$ cat config.mk
export PLATFORM = sky130hd
export DESIGN_NAME = sc_io_input_port
export DESIGN_NICKNAME = d
export VERILOG_FILES = /design/src/rtl/sc_io_input_port.sv
export SDC_FILE = /design/constraint.sdc
export NUM_CORES = 1
export LEC_CHECK = 0
export BUFFER_PORTS_ARGS = -buffer_cell sky130_fd_sc_hd__clkbuf_2
export CORE_UTILIZATION = 30
export DETAILED_ROUTE_END_ITERATION = 12
export HOLD_SLACK_MARGIN = 0.02
export PLACE_DENSITY = 0.57
export RECOVER_POWER = 100
export SETUP_SLACK_MARGIN = 0.02
export SYNTH_ARGS = -nofsm -noshare
export SYNTH_HDL_FRONTEND = slang
export SYNTH_SLANG_ARGS = --single-unit
export TNS_END_PERCENT = 100
$ cat constraint.sdc
create_clock -name clock -period 10.1 [get_ports clock]
set_input_delay 1.01 -clock clock [delete_from_list [all_inputs] [get_ports clock]]
set_output_delay 1.01 -clock clock [all_outputs]
set_load 0.02 [all_outputs]
$ cat src/rtl/sc_io_input_port.sv
// sc_io_input_port: synced, debounced switch/key input block on the CPU load path.
// Build option RELEASE_EVENT_EN adds sticky key-release flags at KEY_EVENT[KEY_WIDTH+15:16].
module sc_io_input_port #(
  parameter int          SW_WIDTH        = 10,
  parameter int          KEY_WIDTH       = 4,
  parameter int          DEBOUNCE_CYCLES = 500000,
  parameter logic [31:0] BASE_ADDR       = 32'h0000_00C0
) (
  input  logic                 clock,
  input  logic                 resetn,
  input  logic [31:0]          addr,
  input  logic                 re,
  input  logic [SW_WIDTH-1:0]  sw,
  input  logic [KEY_WIDTH-1:0] key_n,
  output logic                 hit,
  output logic [31:0]          dataout,
  output logic                 event_pending
);

  localparam int CW = $clog2(DEBOUNCE_CYCLES);
  localparam logic [CW-1:0] CNT_MAX = CW'(DEBOUNCE_CYCLES - 1);

  logic [SW_WIDTH-1:0]  sw_s1_q, sw_s1_d;
  logic [SW_WIDTH-1:0]  sw_s2_q, sw_s2_d;
  logic [KEY_WIDTH-1:0] key_s1_q, key_s1_d;
  logic [KEY_WIDTH-1:0] key_s2_q, key_s2_d;
  logic [SW_WIDTH-1:0]  stable_sw_q, stable_sw_d;
  logic [CW-1:0]        sw_cnt_q, sw_cnt_d;
  logic [KEY_WIDTH-1:0] stable_key_q, stable_key_d;
  logic [KEY_WIDTH-1:0][CW-1:0] key_cnt_q, key_cnt_d;
  logic [KEY_WIDTH-1:0] key_event_q, key_event_d;
  logic [7:0]           press_cnt_q, press_cnt_d;
  logic                 event_pending_q, event_pending_d;
`ifdef RELEASE_EVENT_EN
  logic [KEY_WIDTH-1:0] rel_event_q, rel_event_d;
  logic [KEY_WIDTH-1:0] key_fall;
`endif

  logic [KEY_WIDTH-1:0] key_sync;
  logic [KEY_WIDTH-1:0] key_rise;
  logic [7:0]           rise_cnt;
  logic                 rd_clr;
  logic                 unused_addr;

  assign hit         = addr[31:4] == BASE_ADDR[31:4];
  assign key_sync    = ~key_s2_q;
  assign rd_clr      = re & hit & (addr[3:2] == 2'd2);
  assign unused_addr = ^addr[1:0];

  assign event_pending = event_pending_q;

  always_comb begin
    sw_s1_d     = sw;
    sw_s2_d     = sw_s1_q;
    key_s1_d    = key_n;
    key_s2_d    = key_s1_q;
    stable_sw_d = stable_sw_q;
    sw_cnt_d    = '0;
    if (sw_s2_q != stable_sw_q) begin
      if (sw_cnt_q == CNT_MAX) stable_sw_d = sw_s2_q;
      else sw_cnt_d = sw_cnt_q + 1'b1;
    end
  end

  // each key has its own counter so one bouncing key cannot stall another
  always_comb begin
    stable_key_d = stable_key_q;
    key_cnt_d    = '0;
    for (int i = 0; i < KEY_WIDTH; i++) begin
      if (key_sync[i] != stable_key_q[i]) begin
        if (key_cnt_q[i] == CNT_MAX) stable_key_d[i] = key_sync[i];
        else key_cnt_d[i] = key_cnt_q[i] + 1'b1;
      end
    end
  end

  always_comb begin
    key_rise = stable_key_d & ~stable_key_q;
    rise_cnt = '0;
    for (int i = 0; i < KEY_WIDTH; i++) begin
      rise_cnt = rise_cnt + {7'd0, key_rise[i]};
    end
    press_cnt_d     = press_cnt_q + rise_cnt;
    key_event_d     = (rd_clr ? '0 : key_event_q) | key_rise;
    event_pending_d = |key_event_d;
`ifdef RELEASE_EVENT_EN
    key_fall        = ~stable_key_d & stable_key_q;
    rel_event_d     = (rd_clr ? '0 : rel_event_q) | key_fall;
    event_pending_d = |{key_event_d, rel_event_d};
`endif
  end

  always_comb begin
    dataout = '0;
    if (hit) begin
      unique case (addr[3:2])
        2'd0: dataout[SW_WIDTH-1:0]  = stable_sw_q;
        2'd1: dataout[KEY_WIDTH-1:0] = stable_key_q;
        2'd2: begin
          dataout[KEY_WIDTH-1:0] = key_event_q;
`ifdef RELEASE_EVENT_EN
          dataout[KEY_WIDTH+15:16] = rel_event_q;
`endif
        end
        2'd3: begin
          dataout[23:16] = press_cnt_q;
          dataout[0]     = event_pending_q;
        end
        default: dataout = '0;
      endcase
    end
  end

  always_ff @(posedge clock or negedge resetn) begin
    if (!resetn) begin
      sw_s1_q         <= '0;
      sw_s2_q         <= '0;
      key_s1_q        <= '1;
      key_s2_q        <= '1;
      stable_sw_q     <= '0;
      sw_cnt_q        <= '0;
      stable_key_q    <= '0;
      key_cnt_q       <= '0;
      key_event_q     <= '0;
      press_cnt_q     <= '0;
      event_pending_q <= 1'b0;
`ifdef RELEASE_EVENT_EN
      rel_event_q     <= '0;
`endif
    end else begin
      sw_s1_q         <= sw_s1_d;
      sw_s2_q         <= sw_s2_d;
      key_s1_q        <= key_s1_d;
      key_s2_q        <= key_s2_d;
      stable_sw_q     <= stable_sw_d;
      sw_cnt_q        <= sw_cnt_d;
      stable_key_q    <= stable_key_d;
      key_cnt_q       <= key_cnt_d;
      key_event_q     <= key_event_d;
      press_cnt_q     <= press_cnt_d;
      event_pending_q <= event_pending_d;
`ifdef RELEASE_EVENT_EN
      rel_event_q     <= rel_event_d;
`endif
    end
  end

endmodule
Word-level counts from Yosys, hierarchy flattened
Index checks and enable logic that the tools add are counted.
{"block": "word_totals", "mem_count": 0, "reg_bits": 150, "elab_cells": 70, "ram_bits": 0, "romBits": 0, "in_bits": 49, "latchBits": 0, "out_inout_bits": 34}
{"block": "op_classes", "n_mul": 0, "n_div": 0, "magnitude_cmp": 0, "bitwise_logic": 6, "addsub": 9, "shifts": 0, "n_mux": 24, "n_eq_ne": 14, "n_reduce_logical": 3}
{"op": "2-to-1 mux 19 bit", "n": 10}
{"op": "adder 19 x 1 -> 19 bit, second input constant", "n": 5}
{"op": "== test 19 bit, second input constant", "n": 5}
{"op": "== test 28 x 4 -> 1 bit, second input constant", "n": 1}
{"op": "2-to-1 mux 24 bit", "n": 1}
{"op": "!= test 10 bit", "n": 1}
{"op": "case mux 3 bit (3 select lines)", "n": 1}
{"op": "adder 8 x 4 -> 8 bit", "n": 1}
{"op": "2-to-1 mux 1 bit", "n": 8}
{"op": "2-to-1 mux 8 bit", "n": 1}
{"op": "NOT 4 bit", "n": 2}
{"op": "2-to-1 mux 6 bit", "n": 1}
{"op": "adder 3 x 1 -> 4 bit", "n": 1}
{"op": "bitwise AND 4 bit", "n": 1}
{"op": "== test 2 bit, second input constant", "n": 2}
{"op": "2-to-1 mux 4 bit", "n": 1}
{"op": "!= test 1 bit", "n": 4}
{"op": "bitwise OR 4 bit", "n": 1}
{"op": "case mux 1 bit (4 select lines)", "n": 1}
{"op": "OR reduction 4 bit", "n": 1}
{"op": "adder 2 x 1 -> 3 bit", "n": 1}
{"op": "adder 1 x 1 -> 2 bit", "n": 1}
{"op": "bitwise AND 1 bit", "n": 2}
{"op": "== test 2 x 1 -> 1 bit, second input constant", "n": 1}
{"op": "2 further kinds", "n": 2}

Depth between registers and ports, before layout
{"block": "logic_depth", "ltp_word": 8, "ltp_mapped": 12, "ltp_nobuf": 11}

Least setup slack after synthesis
OpenSTA, ideal clock, no wires.
{"block": "synth_timing", "path_kind": "input-to-output", "start": "in addr[27]", "end": "out dataout[4]", "arrival_time_ps": 2551, "n_path_buf": 1, "required_ps": 9090, "cell_stages": 5, "slack_ps": 6539, "path_cell_list": "or4_1 -> or3_1 -> buf_6 -> nor3_1 -> and2_1"}
{"block": "synth_between", "elab_chain_cells": 2}
{"item": "start, declared", "line_no": "11", "text": "input logic [31:0] addr,"}
{"item": "== test 28 x 4 -> 1 bit", "line_no": "45", "text": "assign hit = addr[31:4] == BASE_ADDR[31:4];"}
{"item": "2-to-1 mux 24 bit", "line_no": "95", "text": "if (hit) begin"}
{"item": "end, declared", "line_no": "16", "text": "output logic [31:0] dataout,"}
Every way passes these cells.

==> qor.txt <==
=====================================================================================
Run status                                                               finished with violations
Violated checks                                                          max-capacitance violations, max-slew violations
Worst path cell trace                                                    clkbuf_1 -> buf_4
Gate count after technology mapping                                               652
Share of synthesized registers carrying an async set or reset                    100%
Kind of cell adding the most delay to the critical path                  buffers and inverters
Kind of critical path                                                    primary input to async pin
Crit path buffers/inverters                                                         2
Number of resized instances in the post-cts repair step                             0
Wire length per cell after detailed routing                              13.1 microns
Clock buffer depth                                                                  2
Final cycle utilization of the critical path                                    45.3%
Number of setup violations in the final report                                      0
Max Cap Violations                                                                  1
Setup crit start                                                               resetn
Core region area                                                          22600 sq um
Fraction of final layout cells sized beyond drive strength 1                    14.6%
Buffers inserted during post-CTS setup optimization                                 0
Vias after detailed routing                                                      4669
Core Util, Final                                                                35.7%
Number of cell rows                                                                55
Critical path's slowest cell                                             sky130_fd_sc_hd__clkbuf_1
Number of H-tree branching levels                                                   4
Worst setup slack after placement                                             5.79 ns
Detailed-routing iteration count for the pre-antenna-repair pass                    4
Setup Total Neg Slack                                                            0 ns
Internal reg-to-reg setup slack                                               6.39 ns
Max rail drop VDD                                                         0.0000990 V
Number of antenna diodes                                                            0
Share of synthesized area occupied by flip-flops and latches                    54.5%
Number of synthesized flops with an enable pin                                      0
Antenna violations before repair                                                    1
Post-synth cell types                                                              46
Worst-skew pair later-pin latency                                             0.43 ns
End point of the critical path                                           press_cnt_q[4]
Die Y                                                                     154 microns
TritonCTS Sinks                                                                   150
Max Transition Viols Final                                                         78
Post-Place Cell Area                                                       7490 sq um
Cell area after synthesis                                                  6900 sq um
Inserted Clock Buffers                                                             17
Effective utilization at floorplan                                              30.6%
Drt initial violations                                                            212
Vias in the first global route                                                   4621
Area added between synthesis and finish                                         16.8%
Total Routing Usage GR                                                          12.3%
Slowest Stage Delay on Critical Path                                          2.86 ns
# port buffers                                                                     66
Final design instance area without fill                                    8060 sq um
RSZ-0062 raised after global routing                                            false
Detail-routed via count per cell                                                 4.56
Number of cells traversed by the worst register-to-register path                   11
Type of origin of the critical path                                      primary input
FF-to-FF Start                                                           key_cnt_q[47]
First-pass GRT wire length                                                    22.7 mm
Final WL                                                                      13.4 mm
Hold/Removal Path Class                                                  flop to flop
Relative slew slack                                                             -177%
DRC errors left                                                                     0
Number of nets at the end of the flow                                             783
Total grt overflow                                                                  0
Data required time at the worst endpoint                                     10.53 ns
Highest fanout seen on the critical path                                           77
Final worst clock skew                                                     0.00843 ns
Transition at the pin with the smallest max-transition slack                  4.15 ns
Total I/O pin count                                                                83
Total power density per cell area                                         166 nW/um^2
Horizontal die dimension                                                  154 microns
Register bit count reported by yosys                                              150
Kind of end point of the critical path                                      async pin
Global placement routability congestion                                         0.773
Leakage power                                                                 3.56 nW
Endpoints failing hold                                                              0
Max Fclk                                                                    0.219 GHz
Maximum number of pins on one net before global-route repair                       78
Post-DP HPWL                                                                  9.33 mm
Main flop type after synthesis                                           sky130_fd_sc_hd__dfrtp_1
Capture point of the worst reg-to-reg path                               press_cnt_q[6]
Most frequent cells in the layout                                        sky130_fd_sc_hd__dfrtp_1 (142), sky130_fd_sc_hd__nor2_1 (116), sky130_fd_sc_hd__clkbuf_2 (56)
Min Tclk post-route                                                           4.58 ns
Post-Syn Area per Cell                                                     10.6 sq um
Most frequent standard cell in the layout excluding fill and tap cells   sky130_fd_sc_hd__dfrtp_1
Syn. warnings                                                                       0
Power, Total                                                                  1.34 mW
WP depth                                                                            2
Detail Route Antenna Nets                                                           0
Final WS setup                                                                5.52 ns
Critical path data arrival time                                               5.00 ns
Area of the die                                                           23600 sq um
Root buffer cell                                                         sky130_fd_sc_hd__clkbuf_16
Register clock-pin slew on the reported worst setup and hold paths            0.06 ns
Hold buffers post-CTS                                                               0
Clock tree from TritonCTS                                                        done
=====================================================================================
[per-stage QoR]
step / hold WS (ns) / std cells
5_1_grt: 0.350 / 1023
6_report: 0.341 / 1023
3_5_place_dp: 0.335 / 991
2_1_floorplan: 0.331 / 665
4_1_cts: 0.343 / 1023
3_3_place_gp: 0.334 / 991
[layout make-up]
class	count	area, sq um
fill	2267	14500
sequential	150	3760
multi-input combinational	470	2950
clock buffer	22	474
tap	285	357
timing repair buffer	68	329
clock inverter	10	120
inverter	18	68.8
[worst min-delay path by stage]
stage                     from    endpoint  depth (start not counted)
floorplan           sw_s1_q[0]  sw_s2_q[0]                          0
global placement    sw_s1_q[7]  sw_s2_q[7]                          0
detailed placement  sw_s1_q[1]  sw_s2_q[1]                          0
CTS                 sw_s1_q[1]  sw_s2_q[1]                          0
global route        sw_s1_q[1]  sw_s2_q[1]                          0
finish              sw_s1_q[1]  sw_s2_q[1]                          0
[routing by layer]
| metal | vias to the layer above | global-route usage [%] | wire [microns] |
|---|---|---|---|
| met5 | - | 0 | 17 |
| met4 | 2 | 4.86 | 183 |
| met3 | 17 | 3.75 | 504 |
| met2 | 94 | 19.0 | 6080 |
| met1 | 2223 | 16.1 | 6600 |
| li1 | 2333 | - | - |
[state kept, by name, indices dropped and copies added (netlist names)]
signal / flops
stable_key_q: 4
sw_s1_q: 10
event_pending: 1
key_event_q: 4
sw_cnt_q: 19
key_s1_q: 4
key_s2_q: 4
sw_s2_q: 10
stable_sw_q: 10
key_cnt_q: 76
press_cnt_q: 8
[Yosys cell counts, types with 8 or more instances]
library cell	count	area [sq um]
sky130_fd_sc_hd__dfrtp_1	142	3550
sky130_fd_sc_hd__and2_1	16	100
sky130_fd_sc_hd__and4_1	10	87.6
sky130_fd_sc_hd__nor4_1	18	113
sky130_fd_sc_hd__nor2_1	116	435
sky130_fd_sc_hd__nand4_1	29	181
sky130_fd_sc_hd__mux2_2	10	113
sky130_fd_sc_hd__nor3_1	10	50.1
sky130_fd_sc_hd__buf_4	14	105
sky130_fd_sc_hd__inv_1	17	63.8
sky130_fd_sc_hd__dfstp_2	8	210
sky130_fd_sc_hd__xor2_1	54	473
sky130_fd_sc_hd__and3_1	14	87.6
sky130_fd_sc_hd__nand3_1	36	180
sky130_fd_sc_hd__nand2_1	36	135
sky130_fd_sc_hd__xnor2_1	50	438
[report_power, final]
part | internal, mW | switching [mW] | leakage, nW
clock | 0.384 | 0.250 | 0.275
combinational | 0.0236 | 0.0373 | 1.30
sequential | 0.625 | 0.0217 | 1.98
total | 1.03 | 0.309 | 3.56
[logic make-up after synthesis]
kind of cell               synth area share, %
DFF                                       54.5
muxes                                     2.39
other                                   0.0543
AOI/OAI and AO/OA                         1.65
adders and majority gates                 1.96
buffers and inverters                     3.46
and+or+nand+nor                           22.8
xor gates and xnor gates                  13.2
(Power assumes the default switching activity.)
